<file path="config.mk">
export PLATFORM = sky130hd
export DESIGN_NAME = icache_refill_ctrl
export DESIGN_NICKNAME = d
export VERILOG_FILES = /design/src/rtl/icache_refill_ctrl_pkg.sv /design/src/rtl/refill_req_fifo.sv /design/src/rtl/icache_refill_ctrl.sv
export SDC_FILE = /design/constraint.sdc
export NUM_CORES = 1
export LEC_CHECK = 0
export CORE_ASPECT_RATIO = 1.1
export CORE_MARGIN = 4
export CORE_UTILIZATION = 50
export CTS_BUF_LIST = sky130_fd_sc_hd__clkbuf_2 sky130_fd_sc_hd__clkbuf_4 sky130_fd_sc_hd__clkbuf_8
export CTS_CLUSTER_SIZE = 28
export DETAILED_ROUTE_END_ITERATION = 6
export PLACE_DENSITY = 0.91
export SETUP_SLACK_MARGIN = 0.02
export SLEW_MARGIN = 20
export SYNTH_ARGS = -nofsm -noshare
export SYNTH_HDL_FRONTEND = slang
export SYNTH_SLANG_ARGS = --single-unit
</file>
<file path="constraint.sdc">
create_clock -name clk_i -period 18.02 [get_ports clk_i]
set_input_delay 1.802 -clock clk_i [delete_from_list [all_inputs] [get_ports clk_i]]
set_output_delay 1.802 -clock clk_i [all_outputs]
set_load 0.005 [all_outputs]
</file>
<file path="src/rtl/icache_refill_ctrl_pkg.sv">
`default_nettype none
// ============================================================================
// Module  : icache_refill_ctrl_pkg
// Summary : Shared state encoding and line geometry for the I-cache refill path
// Revision: 1.0
// ============================================================================
package icache_refill_ctrl_pkg;

    localparam int unsigned DEF_LINE_SIZE = 128;
    localparam int unsigned LINE_OFF_BITS = $clog2(DEF_LINE_SIZE / 8);

    typedef enum logic [1:0] {
        IDLE  = 2'd0,
        ISSUE = 2'd1,
        WAIT  = 2'd2,
        RESP  = 2'd3
    } refill_state_t;

endpackage : icache_refill_ctrl_pkg
`default_nettype wire

</file>
<file path="src/rtl/refill_req_fifo.sv">
`default_nettype none
// ============================================================================
// Module  : refill_req_fifo
// Summary : Two-entry miss-address FIFO with push, pop and single-edge flush
// Revision: 1.0
// ============================================================================
module refill_req_fifo #(
    parameter int unsigned WIDTH = 40
) (
    input  logic             clk_i,
    input  logic             rst_i,
    input  logic             push_i,
    input  logic [WIDTH-1:0] data_i,
    input  logic             pop_i,
    input  logic             flush_i,
    output logic [WIDTH-1:0] head_o,
    output logic             full_o,
    output logic             empty_o
);

    logic [WIDTH-1:0] mem_q [2];
    logic [WIDTH-1:0] mem_d [2];
    logic             wr_ptr_q, wr_ptr_d;
    logic             rd_ptr_q, rd_ptr_d;
    logic [1:0]       count_q, count_d;
    logic             w_do_push;
    logic             w_do_pop;

    assign full_o  = (count_q == 2'd2);
    assign empty_o = (count_q == 2'd0);
    assign head_o  = mem_q[rd_ptr_q];

    // Flush wins over any push/pop presented in the same cycle.
    assign w_do_push = push_i && !full_o && !flush_i;
    assign w_do_pop  = pop_i && !empty_o && !flush_i;

    always_comb begin
        mem_d[0] = mem_q[0];
        mem_d[1] = mem_q[1];
        wr_ptr_d = wr_ptr_q;
        rd_ptr_d = rd_ptr_q;
        count_d  = count_q;
        if (flush_i) begin
            wr_ptr_d = 1'b0;
            rd_ptr_d = 1'b0;
            count_d  = 2'd0;
        end else begin
            if (w_do_push) begin
                mem_d[wr_ptr_q] = data_i;
                wr_ptr_d        = ~wr_ptr_q;
            end
            if (w_do_pop) begin
                rd_ptr_d = ~rd_ptr_q;
            end
            case ({w_do_push, w_do_pop})
                2'b10:   count_d = count_q + 2'd1;
                2'b01:   count_d = count_q - 2'd1;
                default: count_d = count_q;
            endcase
        end
    end

    always_ff @(posedge clk_i or posedge rst_i) begin
        if (rst_i) begin
            mem_q[0] <= '0;
            mem_q[1] <= '0;
            wr_ptr_q <= 1'b0;
            rd_ptr_q <= 1'b0;
            count_q  <= 2'd0;
        end else begin
            mem_q[0] <= mem_d[0];
            mem_q[1] <= mem_d[1];
            wr_ptr_q <= wr_ptr_d;
            rd_ptr_q <= rd_ptr_d;
            count_q  <= count_d;
        end
    end

endmodule : refill_req_fifo
`default_nettype wire

</file>
<file path="src/rtl/icache_refill_ctrl.sv">
`default_nettype none
// ============================================================================
// Module  : icache_refill_ctrl
// Summary : Queues I-cache misses, refills lines over a single-outstanding
//           memory port with a timeout guard, and returns them with backpressure
// Revision: 1.0
// ============================================================================
module icache_refill_ctrl
    import icache_refill_ctrl_pkg::*;
#(
    parameter int unsigned ADDR_SIZE = 40,
    parameter int unsigned LINE_SIZE = 128,
    parameter int unsigned TIMEOUT   = 64
) (
    input  logic                 clk_i,
    input  logic                 rst_i,
    input  logic                 req_valid_i,
    output logic                 req_ready_o,
    input  logic [ADDR_SIZE-1:0] req_addr_i,
    input  logic                 flush_i,
    output logic                 resp_valid_o,
    input  logic                 resp_ready_i,
    output logic [ADDR_SIZE-1:0] resp_addr_o,
    output logic [LINE_SIZE-1:0] resp_line_o,
    output logic                 resp_error_o,
    output logic                 mem_valid_o,
    output logic [ADDR_SIZE-1:0] mem_addr_o,
    input  logic                 mem_ready_i,
    input  logic [LINE_SIZE-1:0] mem_line_i
);

    localparam int unsigned          CNT_W     = $clog2(TIMEOUT);
    localparam logic [CNT_W-1:0]     CNT_LAST  = CNT_W'(TIMEOUT - 1);
    localparam logic [ADDR_SIZE-1:0] LINE_MASK = ADDR_SIZE'((1 << LINE_OFF_BITS) - 1);

    refill_state_t          state_q, state_d;
    logic [CNT_W-1:0]       cnt_q, cnt_d;
    logic                   discard_q, discard_d;
    logic [ADDR_SIZE-1:0]   mem_addr_q, mem_addr_d;
    logic [ADDR_SIZE-1:0]   resp_addr_q, resp_addr_d;
    logic [LINE_SIZE-1:0]   resp_line_q, resp_line_d;
    logic                   resp_err_q, resp_err_d;

    logic [ADDR_SIZE-1:0]   w_req_aligned;
    logic [ADDR_SIZE-1:0]   w_fifo_head;
    logic                   w_fifo_full;
    logic                   w_fifo_empty;
    logic                   w_fifo_push;
    logic                   w_fifo_pop;
    logic                   w_capture;
    logic                   w_timeout;

    assign w_req_aligned = req_addr_i & ~LINE_MASK;
    assign req_ready_o   = !w_fifo_full && !flush_i;
    assign w_fifo_push   = req_valid_i && req_ready_o;

    refill_req_fifo #(
        .WIDTH (ADDR_SIZE)
    ) u_req_fifo (
        .clk_i   (clk_i),
        .rst_i   (rst_i),
        .push_i  (w_fifo_push),
        .data_i  (w_req_aligned),
        .pop_i   (w_fifo_pop),
        .flush_i (flush_i),
        .head_o  (w_fifo_head),
        .full_o  (w_fifo_full),
        .empty_o (w_fifo_empty)
    );

    // The first WAIT cycle (cnt_q == 0) deliberately ignores mem_ready_i.
    assign w_capture = (state_q == WAIT) && (cnt_q != '0) && mem_ready_i;
    assign w_timeout = (state_q == WAIT) && (cnt_q == CNT_LAST);

    always_comb begin
        state_d     = state_q;
        cnt_d       = cnt_q;
        discard_d   = discard_q;
        mem_addr_d  = mem_addr_q;
        resp_addr_d = resp_addr_q;
        resp_line_d = resp_line_q;
        resp_err_d  = resp_err_q;
        w_fifo_pop  = 1'b0;

        case (state_q)
            IDLE: begin
                if (!w_fifo_empty && mem_ready_i && !flush_i) begin
                    state_d    = ISSUE;
                    mem_addr_d = w_fifo_head;
                end
            end
            ISSUE: begin
                state_d = WAIT;
                cnt_d   = '0;
                if (flush_i) begin
                    discard_d = 1'b1;
                end
            end
            WAIT: begin
                cnt_d = cnt_q + 1'b1;
                if (flush_i) begin
                    discard_d = 1'b1;
                end
                if (w_capture || w_timeout) begin
                    cnt_d     = '0;
                    discard_d = 1'b0;
                    // A flushed FIFO no longer holds this entry; popping would drop a newer miss.
                    if (discard_q || flush_i) begin
                        state_d = IDLE;
                    end else begin
                        w_fifo_pop  = 1'b1;
                        resp_addr_d = mem_addr_q;
                        resp_line_d = w_capture ? mem_line_i : '0;
                        resp_err_d  = !w_capture;
                        state_d     = RESP;
                    end
                end
            end
            RESP: begin
                if (flush_i || resp_ready_i) begin
                    state_d = IDLE;
                end
            end
            default: begin
                state_d = IDLE;
            end
        endcase
    end

    always_ff @(posedge clk_i or posedge rst_i) begin
        if (rst_i) begin
            state_q     <= IDLE;
            cnt_q       <= '0;
            discard_q   <= 1'b0;
            mem_addr_q  <= '0;
            resp_addr_q <= '0;
            resp_line_q <= '0;
            resp_err_q  <= 1'b0;
        end else begin
            state_q     <= state_d;
            cnt_q       <= cnt_d;
            discard_q   <= discard_d;
            mem_addr_q  <= mem_addr_d;
            resp_addr_q <= resp_addr_d;
            resp_line_q <= resp_line_d;
            resp_err_q  <= resp_err_d;
        end
    end

    assign mem_valid_o  = (state_q == ISSUE);
    assign mem_addr_o   = mem_addr_q;
    assign resp_valid_o = (state_q == RESP);
    assign resp_addr_o  = resp_addr_q;
    assign resp_line_o  = resp_line_q;
    assign resp_error_o = resp_err_q;

endmodule : icache_refill_ctrl
`default_nettype wire
</file>
==> flow_summary.ini <==
[sta]
layout_min_cycle_time_ps = 5010
max_freq_mhz = 200
fin_worst_skew_ps = 24.3
grt_setup_unrepaired = false
fin_crit_sh = 0.278
tightest_slew_ps = 1080
slew_headroom = 0.283
setup_viol_count_final = 0
hold_violations = 0
drv_slew = 0
finalSetupTns_ps = 0

[global_routing]
grt_overflow_total = 0
grt_pass1_wl_um = 52000
grt_max_degree = 129
antenna_found_initial = 5
gr-usage-all-layers = 0.279
grt_pass1_vias = 8955

[power]
leakagePower_uw = 0.00719
p_per_area_mw_per_mm2 = 122
peakVddDrop_mv = 0.0856
total_power_uw = 1930

[job]
cap_violations = 0

[floorplanning]
boundaryPins = 386
dieWidth_um = 150
die_area_mm2 = 0.0246
die_h_um = 164
coreArea_mm2 = 0.0215
initial_core_util = 0.514
row_count = 56

[layout]
final_common_cell = clkdlybuf4s50_1
drive_gt1_frac = 0.132
syn_to_final_growth_pct = 43.9
design_area_mm2 = 0.0159
layout_common_cells = clkdlybuf4s50_1 (373), dfrtp_1 (285), nand2_1 (149)
fillerInstances = 1402
final_net_count = 1402
multi_input_comb_area_mm2 = 0.00357
seq_area_mm2 = 0.00716

[critical_path]
start_kind = primary input
critPathArrivalTime_ps = 3210
critical_path_class = primary input to output port
crit_path_cell_trace = clkdlybuf4s50_1 > nor2_1 > clkdlybuf4s50_1
crit_required_ps = 16220
slowest_delay_ps = 560
crit_top_cell = clkdlybuf4s50_1
cp_slowest_cell = clkdlybuf4s50_1
end_kind = output port
cp_max_fo = 8

[placement]
place_area_mm2 = 0.0149
place.gp.congestion = 0.842
hpwl_um = 24200
io_buffers = 373

[clock_tree]
cts_resized = 0
insertion_delay_ps = 540
cts_tree = done
cts_buffer_depth = 3
cts_hold_buf = 0
cts_root_buf = clkbuf_8
cts_buffers = 46
post_cts_buffers = 0
h-tree-depth = 2
clkTransAtPathRegs_ps = 50
clkSinkCount = 286

[detailed_routing]
vias_per_cell = 5.42
dr.pass1.iters = 5
num_vias = 8362
final_antenna_net_count = 0
wire_per_inst_um = 22.5
drtIter0Drc = 472
drc = 0
drt_wl_total_um = 34700

[logic_synthesis]
ys_seq_elements = 286
syn_inst = 849
synth.distinct_cells = 39
synth_edf_count = 0
synth_ff_type = dfrtp_1
synthesis.area_mm2 = 0.0111
syn_area_per_cell_um2 = 13.0
yosysSeqAreaShare = 0.647
async_flop_share = 1.00
yosys_warnings = 0

[min_path]
hold_class = flip-flop to flip-flop

[run_status]
status = complete, no violations
==> cell usage after synthesis, drive strengths merged (3+ instances only) <==
cell,number,share of area
a21oi,7,0.0042
a22o,129,0.10
buf,51,0.027
clkbuf,14,0.0048
dfrtp,286,0.65
ha,7,0.0079
inv,10,0.0034
mux2,72,0.073
mux2i,37,0.034
nand2,149,0.051
nand3,6,0.0027
nand4,3,0.0017
nor2,10,0.0036
o21ai,41,0.019
o31ai,4,0.0027
==> metal layers <==
metal	share of wire	up-vias	GRT usage
met3	0.13	93	0.138
met2	0.47	354	0.436
met5	0.0013	-	0
met4	0.045	8	0.131
met1	0.36	4172	0.324
li1	-	3735	-
==> power breakdown <==
group | internal, uW | switching, uW | leakage [uW]
Sequential | 788 | 96.5 | 0.00377
Clock | 333 | 245 | 0.000516
Combinational | 293 | 178 | 0.00291
Total | 1410 | 520 | 0.00719
==> area by class of cell <==
class | count | share of cell area
Antenna cell | 2 | 0.000315
Timing Repair Buffer | 382 | 0.239
Multi-Input combinational cell | 495 | 0.224
Clock buffer | 71 | 0.0571
Sequential cell | 286 | 0.450
Clock inverter | 6 | 0.00346
Inverter | 10 | 0.00283
Tap cell | 290 | 0.0228
==> logic make-up (layout without fill, tap and decap cells) <==
kind of cell	Yosys count	in the layout	synth area share
other	1	10	0.000339
AND/OR/NAND/NOR	176	176	0.0642
multiplexers	109	109	0.107
XOR/XNOR	3	3	0.00238
AO/OA/AOI/OAI	192	192	0.135
flip-flops	286	286	0.647
buffers and inverters	75	469	0.0354
adder cells (fa/ha/maj)	7	7	0.00792
==> stage by stage <==
stage                     std cells  setup slack [ps]  hold slack [ps]   util
after floorplan                 856              8330              457      -
after global placement         1463             12760              457  0.694
after detailed placement       1463             12730              462  0.694
after CTS                      1540             13020              475  0.739
after global routing           1541             12960              496  0.740
final                          1542             13010              472  0.740
==> registers in the layout, indices dropped and copies added, names as in the netlist <==
name and count:
mem_addr_o 36, cnt_q 6, u_req_fifo.rd_ptr_q 1, u_req_fifo.count_q 2, resp_error_o 1, u_req_fifo.mem_q 72, discard_q 1, state_q 2
u_req_fifo.wr_ptr_q 1, resp_line_o 128, resp_addr_o 36
==> path summary, 6_finish.rpt <==
check | cells after the start | start | slack [ps] | endpoint
setup / recovery | 3 | flush_i | 13010 | req_ready_o
hold / removal | 2 | resp_addr_o[29] | 470 | resp_addr_o[29]
setup reg to reg | 6 | cnt_q[2] | 14600 | resp_line_o[98]
hold reg to reg | 2 | resp_addr_o[29] | 470 | resp_addr_o[29]
max in group asynchronous | 3 | rst_i | 14660 | u_req_fifo.mem_q[38]
min in group asynchronous | 2 | rst_i | 1880 | resp_line_o[99]
==> critical path, delay by kind of cell <==
kind	cells	cell delay (ps)
buf+inv	2	1120
simple gates	1	280
(Power assumes the default switching activity.)
